**config.mk**
```make
export PLATFORM = sky130hd
export DESIGN_NAME = rr_mux6_arbiter_flat
export DESIGN_NICKNAME = d
export VERILOG_FILES = /design/src/rtl/rr_mux6_arbiter_if.sv /design/src/rtl/rr_mux6_arbiter.sv /design/src/flat_wrapper.sv
export SDC_FILE = /design/constraint.sdc
export NUM_CORES = 1
export LEC_CHECK = 0
export BUFFER_PORTS_ARGS = -buffer_cell sky130_fd_sc_hd__buf_2
export CORE_AREA = 2 2 75 63
export CTS_BUF_LIST = sky130_fd_sc_hd__clkbuf_16
export DETAILED_ROUTE_END_ITERATION = 16
export DIE_AREA = 0 0 77 65
export GPL_TIMING_DRIVEN = 0
export PLACE_DENSITY = 0.79
export SETUP_SLACK_MARGIN = 0.4
export SYNTH_ARGS = -nofsm -noshare
export SYNTH_HDL_FRONTEND = slang
export SYNTH_SLANG_ARGS = --single-unit
```
**constraint.sdc**
```tcl
create_clock -name clk -period 5.32 [get_ports clk]
set_input_delay 0.532 -clock clk [delete_from_list [all_inputs] [get_ports clk]]
set_output_delay 0.532 -clock clk [all_outputs]
set_load 0.01 [all_outputs]
```
**src/rtl/rr_mux6_arbiter_if.sv**
```systemverilog
// rr_mux6_arbiter_if: requester/downstream bundle for the 6:1 round-robin arbiter (lock only with RR_ARB_LOCK_EN)
interface rr_mux6_arbiter_if;
  logic [5:0] req;
  logic [3:0] data0, data1, data2, data3, data4, data5;
  logic [2:0] sel;
  logic [5:0] grant;
  logic [5:0] req_ack;
  logic [3:0] out_data;
  logic       out_valid;
  logic       out_ready;
`ifdef RR_ARB_LOCK_EN
  logic       lock;
  modport master (output req, data0, data1, data2, data3, data4, data5, out_ready, lock,
                  input sel, grant, req_ack, out_data, out_valid);
  modport slave  (input req, data0, data1, data2, data3, data4, data5, out_ready, lock,
                  output sel, grant, req_ack, out_data, out_valid);
`else
  modport master (output req, data0, data1, data2, data3, data4, data5, out_ready,
                  input sel, grant, req_ack, out_data, out_valid);
  modport slave  (input req, data0, data1, data2, data3, data4, data5, out_ready,
                  output sel, grant, req_ack, out_data, out_valid);
`endif
endinterface

```
**src/rtl/rr_mux6_arbiter.sv**
```systemverilog
// rr_mux6_arbiter: round-robin arbiter driving a 6:1 nibble select with registered valid/ready output
// Optional burst lock feature enabled by defining RR_ARB_LOCK_EN.
module rr_mux6_arbiter (
  input logic clk,
  input logic reset,
  rr_mux6_arbiter_if.slave bus
);
  typedef enum logic {IDLE, BUSY} state_t;
  state_t state_q, state_d;
  logic [2:0] ptr_q, ptr_d, sel_q, sel_d, nptr, start, win;
  logic [3:0] data_q, data_d, t;
  logic [5:0] cand, sel_oh;
  logic [3:0] dv [8];
  logic hs, found, keep, busy;
  assign dv[0] = bus.data0;
  assign dv[1] = bus.data1;
  assign dv[2] = bus.data2;
  assign dv[3] = bus.data3;
  assign dv[4] = bus.data4;
  assign dv[5] = bus.data5;
  assign dv[6] = 4'd0;
  assign dv[7] = 4'd0;
  assign busy   = state_q == BUSY;
  assign sel_oh = 6'b1 << sel_q;
  assign hs     = busy & bus.out_ready;
  assign nptr   = sel_q == 3'd5 ? 3'd0 : sel_q + 3'd1;
`ifdef RR_ARB_LOCK_EN
  assign keep = hs & bus.lock & bus.req[sel_q];
`else
  assign keep = 1'b0;
`endif
  // on a handshake the just-served requester is masked and the search starts after it
  assign start = busy ? nptr : ptr_q;
  assign cand  = busy ? bus.req & ~sel_oh : bus.req;
  always_comb begin
    found = 1'b0;
    win = start;
    t = 4'd0;
    for (int k = 5; k >= 0; k--) begin
      t = {1'b0, start} + 4'(k);
      t = t >= 4'd6 ? t - 4'd6 : t;
      if (cand[t[2:0]]) begin
        found = 1'b1;
        win = t[2:0];
      end
    end
  end
  always_comb begin
    state_d = state_q;
    ptr_d = ptr_q;
    sel_d = sel_q;
    data_d = data_q;
    if (keep)
      data_d = dv[sel_q];
    else if (!busy || hs) begin
      ptr_d = hs ? nptr : ptr_q;
      state_d = found ? BUSY : IDLE;
      sel_d = found ? win : sel_q;
      data_d = found ? dv[win] : data_q;
    end
  end
  always_ff @(posedge clk) begin
    if (reset) begin
      state_q <= IDLE;
      ptr_q <= 3'd0;
      sel_q <= 3'd0;
      data_q <= 4'd0;
    end else begin
      state_q <= state_d;
      ptr_q <= ptr_d;
      sel_q <= sel_d;
      data_q <= data_d;
    end
  end
  assign bus.sel       = sel_q;
  assign bus.out_valid = busy;
  assign bus.out_data  = data_q;
  assign bus.grant     = busy ? sel_oh : 6'd0;
  assign bus.req_ack   = hs ? sel_oh : 6'd0;
endmodule

```
**src/flat_wrapper.sv**
```systemverilog
// flat-port wrapper written by rule: the top's interface ports become plain ports
module rr_mux6_arbiter_flat 
  (clk, reset, bus_req, bus_data0, bus_data1, bus_data2, bus_data3, bus_data4, bus_data5, bus_out_ready, bus_sel, bus_grant, bus_req_ack, bus_out_data, bus_out_valid);
  rr_mux6_arbiter_if bus_i ();
  input logic clk;
  input logic reset;
  input wire logic [$bits(bus_i.req)-1:0] bus_req;
  input wire logic [$bits(bus_i.data0)-1:0] bus_data0;
  input wire logic [$bits(bus_i.data1)-1:0] bus_data1;
  input wire logic [$bits(bus_i.data2)-1:0] bus_data2;
  input wire logic [$bits(bus_i.data3)-1:0] bus_data3;
  input wire logic [$bits(bus_i.data4)-1:0] bus_data4;
  input wire logic [$bits(bus_i.data5)-1:0] bus_data5;
  input wire logic [$bits(bus_i.out_ready)-1:0] bus_out_ready;
  output wire logic [$bits(bus_i.sel)-1:0] bus_sel;
  output wire logic [$bits(bus_i.grant)-1:0] bus_grant;
  output wire logic [$bits(bus_i.req_ack)-1:0] bus_req_ack;
  output wire logic [$bits(bus_i.out_data)-1:0] bus_out_data;
  output wire logic [$bits(bus_i.out_valid)-1:0] bus_out_valid;
  assign bus_i.req = bus_req;
  assign bus_i.data0 = bus_data0;
  assign bus_i.data1 = bus_data1;
  assign bus_i.data2 = bus_data2;
  assign bus_i.data3 = bus_data3;
  assign bus_i.data4 = bus_data4;
  assign bus_i.data5 = bus_data5;
  assign bus_i.out_ready = bus_out_ready;
  assign bus_sel = bus_i.sel;
  assign bus_grant = bus_i.grant;
  assign bus_req_ack = bus_i.req_ack;
  assign bus_out_data = bus_i.out_data;
  assign bus_out_valid = bus_i.out_valid;
  rr_mux6_arbiter u_core (.clk(clk), .reset(reset), .bus(bus_i));
endmodule
```
; ---- After elaboration in Yosys (flattened, before gate mapping)
; Index checks and enable logic that the tools add are counted.
[totals]
latchBits = 0
output_inout_bits = 20
reg_bits = 11
mem_bits_ro = 0
ramBits = 0
n_memories = 0
[classes]
add_sub_neg = 12
n_mux = 39
n_mul = 0
order_cmp = 13
div_mod_pow = 0
eq_ne = 1
reduce_logical = 4
bitwise_logic = 4
shifts = 1
[ops]
columns = cell, count
row1 = 3-bit 2-to-1 mux, 14
row2 = 3-bit by 4-bit < comparator with 1-bit output (second input constant), 6
row3 = 4-bit by 3-bit greater-or-equal comparator with 1-bit output (second input constant), 5
row4 = 1-bit binary-select mux with 3-bit select, 6
row5 = 6-bit 2-to-1 mux, 3
row6 = 3-bit subtractor (second input constant), 6
row7 = 1-bit 2-to-1 mux, 13
row8 = 4-bit binary-select mux with 3-bit select, 1
row9 = 3-bit by 2-bit adder with 4-bit output (second input constant), 2
row10 = 3-bit by 3-bit adder with 4-bit output (second input constant), 2
row11 = 4-bit 2-to-1 mux, 2
row12 = 6-bit AND, 1
row13 = 6-bit NOT, 1
row14 = 1-bit by 3-bit left shift with 6-bit output (first input constant), 1
row15 = 3-bit by 1-bit adder with 4-bit output (second input constant), 1
row16 = 4-bit greater-or-equal comparator (second input constant), 1
row17 = 3-bit NOT with 4-bit output, 1
row18 = 2-bit AND reduction, 2
row19 = 3-bit by 1-bit adder with 3-bit output (second input constant), 1
row20 = 3-bit equality test (second input constant), 1
row21 = 3-bit greater-or-equal comparator (second input constant), 1
row22 = 1-bit AND, 1
row23 = 1-bit logical NOT, 1
row24 = 1-bit logical OR, 1

; ---- Longest topological paths before layout
; Gate-level depths: netlist of run 1.
[depth]
ltp_word = 18
depth_mapped = 20

; ---- Worst setup path before layout of run 1
; Ideal clock, no wire load.
[synth_timing]
path_type = register to register
start = reg u_core.sel_q[0] (netlist: u_core.bus.sel[0])
end = reg u_core.data_q[0] (netlist: u_core.bus.out_data[0])
path_buffers = 2
arrival_ns = 4.011
path_stages_with_launch = 19
path_slack_ns = 1.218
path_cell_list = dfxtp_1 > buf_6 > clkbuf_1 > and2_1 > ha_1 > nor2b_4 > a21oi_4 > inv_4 > ha_1 > inv_1 > o31ai_1 > o211ai_1 > o211ai_1 > a32oi_1 > a221oi_4 > mux2i_1 > nand3_1 > a211o_1 > a311oi_1
[synth_via]
elab_chain_cells = 18
[synth_lines]
columns = element, line
row1 = "start, declared", rr_mux6_arbiter.sv:10  ; logic [2:0] ptr_q, ptr_d, sel_q, sel_d, nptr, start, win;
row2 = "start signal, assigned", rr_mux6_arbiter.sv:71  ; sel_q <= sel_d;
row3 = 3-bit by 1-bit adder with 3-bit output / 3-bit equality test (equally long branches), rr_mux6_arbiter.sv:26  ; assign nptr = sel_q == 3'd5 ? 3'd0 : sel_q + 3'd1;
row4 = 3-bit 2-to-1 mux, rr_mux6_arbiter.sv:26
row5 = 3-bit 2-to-1 mux, rr_mux6_arbiter.sv:33  ; assign start = busy ? nptr : ptr_q;
row6 = 3-bit by 3-bit adder with 4-bit output, rr_mux6_arbiter.sv:40  ; t = {1'b0, start} + 4'(k);
row7 = 4-bit by 3-bit greater-or-equal comparator with 1-bit output / 3-bit subtractor (equally long branches), rr_mux6_arbiter.sv:41  ; t = t >= 4'd6 ? t - 4'd6 : t;
row8 = 3-bit 2-to-1 mux, rr_mux6_arbiter.sv:41
row9 = 1-bit binary-select mux with 3-bit select, rr_mux6_arbiter.sv:42  ; if (cand[t[2:0]]) begin
row10 = 1-bit 2-to-1 mux (implied by the code), rr_mux6_arbiter.sv:42
row11 = 3-bit 2-to-1 mux (6 in a row), rr_mux6_arbiter.sv:42
row12 = 3-bit NOT with 4-bit output (implied by the code), rr_mux6_arbiter.sv:59  ; data_d = found ? dv[win] : data_q;
row13 = 4-bit binary-select mux with 3-bit select, rr_mux6_arbiter.sv:59
row14 = 4-bit 2-to-1 mux (implied by the code) (2 in a row), rr_mux6_arbiter.sv:59
row15 = "end signal, assigned", rr_mux6_arbiter.sv:72  ; data_q <= data_d;
row16 = "end, declared", rr_mux6_arbiter.sv:11  ; logic [3:0] data_q, data_d, t;
; Several ways; a longest one is shown, not always the timed one. The select of a mux whose other input is x is not followed.
; A chain may end at the register's enable or synchronous reset.

; ---- Final worst setup path of run 1
[layout_timing]
start = reg u_core.sel_q[0] (netlist: u_core.bus.sel[0])
end = reg u_core.data_q[1] (netlist: u_core.bus.out_data[1])
; The elaborated chain is that of the path after synthesis.

==> results.sh, run 1 <==
export IMPL_max_freq_ghz=0.219
export IMPL_cts_max_level=1
export IMPL_antennaDiodeCount=0
export IMPL_synth_cell_types=79
export IMPL_fin_crit_ns=4.58
export IMPL_clockBufferDepth=2
export IMPL_drive_gt1_share_pct=28.9
export IMPL_fin_area_mm2=0.00267
export IMPL_synthTopCellsByArea="dfxtp_1 (9.8%), ha_1 (5.0%), nor2_1 (4.7%), o211ai_1 (4.7%), nand3_1 (4.2%)"
export IMPL_cp_start_kind="register"
export IMPL_netlist_instances=297
export IMPL_crit_fanout=10
export IMPL_powerDensity_mw_per_mm2=856
export IMPL_via_per_inst=6.35
export IMPL_hold_depth=2
export IMPL_clkSinkCount=11
export IMPL_place_inst=409
export IMPL_grt_pass1_wl_mm=11.3
export IMPL_regArea_um2=220
export IMPL_io_buffers=52
export IMPL_synth_simple_gate_area_share_pct=31.1
export IMPL_synth_fa_ha_area_share_pct=5.03
export IMPL_grt_util_met2_pct=44.8
export IMPL_holdWs_ns=0.496
export IMPL_r2r_start="u_core.bus.sel[0]$_SDFFE_PP0P_"
export IMPL_worstHoldStart="u_core.bus.out_data[3]$_SDFFE_PP0P_"
export IMPL_synth_top_cell_area_share_pct=9.84
export IMPL_totalNegativeSetupSlack_ns=0
export IMPL_synthXorXnorAreaFrac_pct=2.01
export IMPL_fin_skew_ns=0.00518
export IMPL_synth_mux_area_share_pct=7.88
export IMPL_die_area_mm2=0.00501
export IMPL_io_pins=53
export IMPL_yosysTopAreaCell="dfxtp_1"
export IMPL_rows=22
export IMPL_power_leakage_nw=1.16
export IMPL_ys_ff_latch=11
export IMPL_critPathTopFamily="compound AO/OA/AOI/OAI gates"
export IMPL_crit_chain="buf_6 > clkbuf_2 > and2_1 > ha_1 > nor2b_4 > a21oi_4 > inv_4 > ha_1 > inv_1 > a211oi_2 > xnor2_4 > mux2i_4 > o311a_1 > o21ai_1 > o21a_2 > buf_6 > o2111ai_1 > o211ai_1 > a311oi_1"
export IMPL_p_clk_share_pct=6.0
export IMPL_final_setup_viol_count=0
export IMPL_combPwrFrac_pct=88.2
export IMPL_hold_class="reg2reg"
export IMPL_drc=0
export IMPL_die_x_um=77
export IMPL_globalRouteMet3Util_pct=4.46
export IMPL_critPathMaxStageDelay_ns=0.43
export IMPL_gp_congestion=0.917
export IMPL_p_sw_mw=1.25
export IMPL_switching_share_pct=54.9
export IMPL_yosysSeqAreaShare_pct=9.84
export IMPL_hold_violations=0
export IMPL_crit_arrival_ns=4.71
export IMPL_top_usage_layer="met2"
export IMPL_synth_nets=339
export IMPL_placed_area_mm2=0.00257
export IMPL_vias=2621
export IMPL_post_route_period_util_pct=86.0
export IMPL_hpwl_mm=5.39
export IMPL_crit_slowest_cell="ha_1"
export IMPL_clkTransAtPathRegs_ns=0.04
export IMPL_core_mm2=0.00435
export IMPL_clock_latency_ns=0.24
export IMPL_fin_ws_ns=0.745
export IMPL_worstReg2RegEnd="u_core.bus.out_data[1]$_SDFFE_PP0P_"
export IMPL_initial_core_util_pct=51.5
export IMPL_grt_ovfl_total=0
export IMPL_ir_worst_vdd_v=0.000416
export IMPL_yosys_warnings=0
export IMPL_grt_max_degree=12
export IMPL_areaGrowthSynthToFinish_pct=19.1
export IMPL_slew_viol_final=0
export IMPL_reg2reg_slack_ns=0.74
export IMPL_multi_input_area_mm2=0.00186
export IMPL_nFillCells=417
export IMPL_drtAntennaViolNets=0
export IMPL_drt_iter0_markers=157
export IMPL_reg2reg_depth=19
export IMPL_synth_edf_count=0
export IMPL_intPower_mw=1.03
export IMPL_status="completed"
export IMPL_utilization_pct=61.3
export IMPL_finalWirelength_mm=6.91
export IMPL_rsz0062_at_grt="no"
export IMPL_met1_usage_pct=39.3
export IMPL_grt_pass1_vias=2357
export IMPL_drv_cap=0
export IMPL_holdPathEnd="u_core.bus.out_data[3]$_SDFFE_PP0P_"
export IMPL_critPathCaptureType="register"
export IMPL_drtPass1Iterations=4
export IMPL_nNetsFinal=396
export IMPL_stdcell_count=413
export IMPL_crit_required_ns=5.46
export IMPL_cts_root_buf="clkbuf_16"
export IMPL_ys_flop_type="dfxtp_1"
export IMPL_crit_type="reg2reg"
export IMPL_syn_avg_cell_area_um2=7.54
export IMPL_crit_buf_inv=5
export IMPL_synthArstFlopShare_pct=0
export IMPL_dpl_worst_slack_ns=0.583
export IMPL_worst_pin_slew_ns=0.793
export IMPL_finalPower_mw=2.28
export IMPL_synth_top_family_by_area="compound AO/OA/AOI/OAI gates"
export IMPL_max_slew_margin_pct=46.5
export IMPL_seqPwrFrac_pct=5.8
export IMPL_cts_setup_buffers=0
export IMPL_dieHeight_um=65
export IMPL_wl_per_cell_um=16.7
export IMPL_cts_buffers=3
export IMPL_synth_compound_area_share_pct=36.6
export IMPL_synth_area_mm2=0.00224
export IMPL_cts_tree="built"
export IMPL_grt_total_usage_pct=27.7
export IMPL_grt_antenna_before_repair=0
-- what timing repair did --
action | in CTS | in global routing
hold buffers | 0 | 0
endpoints found under the setup margin | 0 | 7
gates resized for setup | 0 | 8
-- power by group through the flow --
stage / clock network (mW) / registers [mW] / logic, mW
after floorplan: 0 / 0.142 / 1.56
after global placement: 0 / 0.132 / 1.92
after detailed placement: 0 / 0.133 / 1.96
after CTS: 0.138 / 0.132 / 1.97
after global routing: 0.143 / 0.136 / 2.21
final: 0.137 / 0.132 / 2.01
-- worst max-delay path by stage --
stage / startpoint / to / slack (ns) / cells after the start
6_report: u_core.bus.sel[0]$_SDFFE_PP0P_ / u_core.bus.out_data[1]$_SDFFE_PP0P_ / 0.74 / 19
5_1_grt: u_core.bus.sel[0]$_SDFFE_PP0P_ / u_core.bus.out_data[1]$_SDFFE_PP0P_ / 0.44 / 18
4_1_cts: u_core.bus.sel[0]$_SDFFE_PP0P_ / u_core.bus.out_data[1]$_SDFFE_PP0P_ / 0.56 / 19
3_5_place_dp: u_core.bus.sel[0]$_SDFFE_PP0P_ / u_core.bus.out_data[1]$_SDFFE_PP0P_ / 0.58 / 19
3_3_place_gp: u_core.bus.sel[0]$_SDFFE_PP0P_ / u_core.bus.out_data[1]$_SDFFE_PP0P_ / 0.64 / 18
2_1_floorplan: u_core.bus.sel[0]$_SDFFE_PP0P_ / u_core.bus.out_data[0]$_SDFFE_PP0P_ / 1.22 / 18
-- tightest hold or removal path: stages, from the launching register on --
cell and delay, ns:
dfxtp_1 0.30, nor2_1 0.09, a311oi_1 0.05
-- Yosys cell counts (5+ instances only) --
| master | count |
|---|---|
| o21ai_1 | 5 |
| a21oi_1 | 14 |
| inv_1 | 13 |
| o211ai_1 | 14 |
| nand4_1 | 5 |
| mux2i_1 | 6 |
| ha_1 | 9 |
| nand3_1 | 19 |
| dfxtp_1 | 11 |
| nor2_1 | 28 |
| and3_1 | 5 |
| a211o_1 | 5 |
| o2111ai_1 | 5 |
| nand2_1 | 14 |
| a31oi_1 | 5 |
| and2_1 | 7 |
| clkbuf_1 | 6 |
| a311oi_1 | 5 |
| nand2b_1 | 8 |
| nor3_1 | 12 |
| o21ai_0 | 9 |
-- layout make-up --
type                    count  share of cell area, %
well taps                  60                   2.82
clock buffers               3                   2.82
repair buffers             52                   9.77
inverters                  17                   2.68
flip-flops and latches     11                   8.26
multi-input cells         254                   69.7
plain buffers              15                   3.80
clock inverters             1                  0.141
-- routing by layer --
metal / part of all wire [%] / wire length, um
met1: 45 / 3130
met2: 44 / 3050
met3: 8.6 / 595
met4: 1.8 / 123
met5: 0 / 0
-- cell families after synthesis --
group,Yosys count
and+or+nand+nor,125
AOI/OAI and AO/OA,102
buffers and inverters,32
muxes,15
DFF,11
adders and majority gates,9
xor gates and xnor gates,3
-- flip-flops by register name (all words and copies together) (netlist names) --
name	flops
u_core.bus.out_valid	1
u_core.bus.out_data	4
u_core.ptr_q	3
u_core.bus.sel	3
-- placed cells by master, fill, tap and decap left out, types with 7 or more instances in the layout --
cell type	instances
o211ai_1	14
nand2b_1	8
nand2_1	14
dfxtp_1	11
ha_1	9
a21oi_1	14
nand3_1	19
inv_1	14
buf_2	55
and2_1	7
nor3_1	12
nor2_1	28
o21ai_0	9
Power figures use the tool's default switching activity.
==> inputs of run 2 (changes only) <==
==> constraint.sdc (replaced) <==
create_clock -name clk -period 4.9 [get_ports clk]
set_input_delay 0.49 -clock clk [delete_from_list [all_inputs] [get_ports clk]]
set_output_delay 0.49 -clock clk [all_outputs]
set_load 0.01 [all_outputs]
==> run 2 against run 1 <==
  * Die area did not move
  * Worst hold slack about the same
  * Clock-buffer cell count unchanged
  * Maximum frequency rose by 6.4%
  * Via count increased by 1.7%
  * Clock skew about the same
  * Critical path type unchanged
  * Critical endpoint unchanged
  * Final area rose by 5.1%
  * Cell count increased by 0.97%
  * Utilization rose by 3.1 points
  * Non-clock buffer count is 4 higher
  * Wire length rose by 3.8%
  * Critical path depth is 6 lower
  * Highest routed layer unchanged
==> results.sh, run 2 (synthesized netlist as in run 1, its figures left out) <==
export IMPL_dieHeight_um=65
export IMPL_reg2reg_slack_ns=0.60
export IMPL_initial_core_util_pct=51.5
export IMPL_rsz0062_at_grt="no"
export IMPL_drc=0
export IMPL_vias=2666
export IMPL_grt_ovfl_total=0
export IMPL_post_route_period_util_pct=87.8
export IMPL_finalWirelength_mm=7.16
export IMPL_core_mm2=0.00435
export IMPL_hold_depth=2
export IMPL_worst_pin_slew_ns=0.779
export IMPL_worstHoldStart="u_core.bus.out_data[3]$_SDFFE_PP0P_"
export IMPL_r2r_start="u_core.bus.sel[0]$_SDFFE_PP0P_"
export IMPL_grt_total_usage_pct=27.7
export IMPL_grt_max_degree=12
export IMPL_drv_cap=0
export IMPL_drt_iter0_markers=178
export IMPL_largest_reg_flops=4
export IMPL_cp_start_kind="register"
export IMPL_cts_tree="built"
export IMPL_layout_commonest_cell="buf_2"
export IMPL_rows=22
export IMPL_die_x_um=77
export IMPL_hold_violations=0
export IMPL_grt_antenna_before_repair=0
export IMPL_worstReg2RegEnd="u_core.bus.out_data[1]$_SDFFE_PP0P_"
export IMPL_critPathMaxStageDelay_ns=0.49
export IMPL_clkTransAtPathRegs_ns=0.04
export IMPL_critPathTopFamily="compound AO/OA/AOI/OAI gates"
export IMPL_clkSinkCount=11
export IMPL_areaGrowthSynthToFinish_pct=25.1
export IMPL_io_buffers=52
export IMPL_wl_per_cell_um=17.2
export IMPL_cts_max_level=1
export IMPL_hpwl_mm=5.39
export IMPL_drtAntennaViolNets=0
export IMPL_crit_chain="buf_6 > or3b_4 > a31o_4 > ha_1 > clkinv_1 > or3_4 > a31oi_4 > nor3_2 > a221oi_4 > mux2i_4 > nand3_1 > a211o_1 > a311oi_1"
export IMPL_dpl_worst_slack_ns=0.163
export IMPL_max_slew_margin_pct=47.4
export IMPL_holdWs_ns=0.496
export IMPL_fin_ws_ns=0.599
export IMPL_grt_pass1_wl_mm=11.3
export IMPL_crit_fanout=10
export IMPL_final_cell_mix="buf_2 (57), nor2_1 (27), nand3_1 (19)"
export IMPL_reg2reg_depth=13
export IMPL_drive_gt1_share_pct=33.3
export IMPL_critPathCaptureType="register"
export IMPL_nNetsFinal=400
export IMPL_die_area_mm2=0.00501
export IMPL_final_setup_viol_count=0
export IMPL_status="completed"
export IMPL_holdPathEnd="u_core.bus.out_data[3]$_SDFFE_PP0P_"
export IMPL_gp_congestion=0.917
export IMPL_io_pins=53
export IMPL_totalNegativeSetupSlack_ns=0
export IMPL_max_freq_ghz=0.233
export IMPL_clockBufferDepth=2
export IMPL_cts_root_buf="clkbuf_16"
export IMPL_clock_latency_ns=0.24
export IMPL_crit_arrival_ns=4.44
export IMPL_antennaDiodeCount=0
export IMPL_grt_pass1_vias=2379
export IMPL_crit_type="reg2reg"
export IMPL_crit_required_ns=5.04
export IMPL_drtPass1Iterations=5
export IMPL_fin_crit_ns=4.30
export IMPL_cts_buffers=3
export IMPL_crit_slowest_cell="or3_4"
export IMPL_hold_class="reg2reg"
export IMPL_slew_viol_final=0
export IMPL_via_per_inst=6.39
export IMPL_fin_skew_ns=0.00532
export IMPL_crit_buf_inv=2
-- run 2: changes by cell type in the layout (fill, tap and decap cells not counted), sizes merged --
cell    delta
buf        +6
clkbuf     -2
-- run 2: area by class of cell --
| class | instances | area [um2] |
|---|---|---|
| multi-input combinational | 254 | 1960 |
| fill | 410 | 1550 |
| timing repair buffer | 56 | 290 |
| sequential | 11 | 220 |
| buffer | 15 | 103 |
| clock buffer | 3 | 75.1 |
| tap | 60 | 75.1 |
| inverter | 17 | 71.3 |
| clock inverter | 1 | 3.75 |
-- run 2: through the flow --
step                utilization [%]  instance area [um2]  cells
finish                         64.4                 2800    417
global route                   64.4                 2800    417
CTS                            61.4                 2670    413
detailed placement             59.2                 2570    409
global placement               59.2                 2570    409
floorplan                         -                 2240    297
-- run 2: worst max-delay path by stage --
| stage | slack (ns) | from | to | depth (start not counted) |
|---|---|---|---|---|
| floorplan | 0.80 | u_core.bus.sel[0]$_SDFFE_PP0P_ | u_core.bus.out_data[0]$_SDFFE_PP0P_ | 18 |
| global placement | 0.22 | u_core.bus.sel[0]$_SDFFE_PP0P_ | u_core.bus.out_data[1]$_SDFFE_PP0P_ | 18 |
| detailed placement | 0.16 | u_core.bus.sel[0]$_SDFFE_PP0P_ | u_core.bus.out_data[1]$_SDFFE_PP0P_ | 19 |
| CTS | 0.38 | u_core.bus.sel[0]$_SDFFE_PP0P_ | u_core.bus.out_data[1]$_SDFFE_PP0P_ | 18 |
| global route | 0.39 | u_core.bus.sel[0]$_SDFFE_PP0P_ | u_core.bus.out_data[0]$_SDFFE_PP0P_ | 19 |
| finish | 0.60 | u_core.bus.sel[0]$_SDFFE_PP0P_ | u_core.bus.out_data[1]$_SDFFE_PP0P_ | 13 |
-- run 2: what timing repair did --
action,in CTS,in global routing
pin swaps,0,7
hold buffers,0,0
endpoints found under the setup margin,7,7
gates cloned,0,0
setup buffers,0,4
gates resized for setup,6,19
-- run 2: metal layers --
| layer | GRT usage (%) | vias up | wire (um) |
|---|---|---|---|
| met4 | 5.36 | 0 | 121 |
| li1 | - | 1266 | - |
| met2 | 44.7 | 148 | 3230 |
| met1 | 38.7 | 1236 | 3190 |
| met5 | 0 | - | 0 |
| met3 | 5.15 | 16 | 624 |
-- run 2: worst reg2reg max path, delay by kind of cell, from the launching register on --
family	cells	cell delay, ns
AO/OA/AOI/OAI	5	1.58
adder cells (fa/ha/maj)	1	0.34
buffers and inverters	2	0.42
flip-flops	1	0.34
multiplexers	1	0.36
AND/OR/NAND/NOR	4	1.15
Power of run 2 is not shown: default switching activity piles up to over one toggle a cycle in this logic, so the estimate is an artifact.
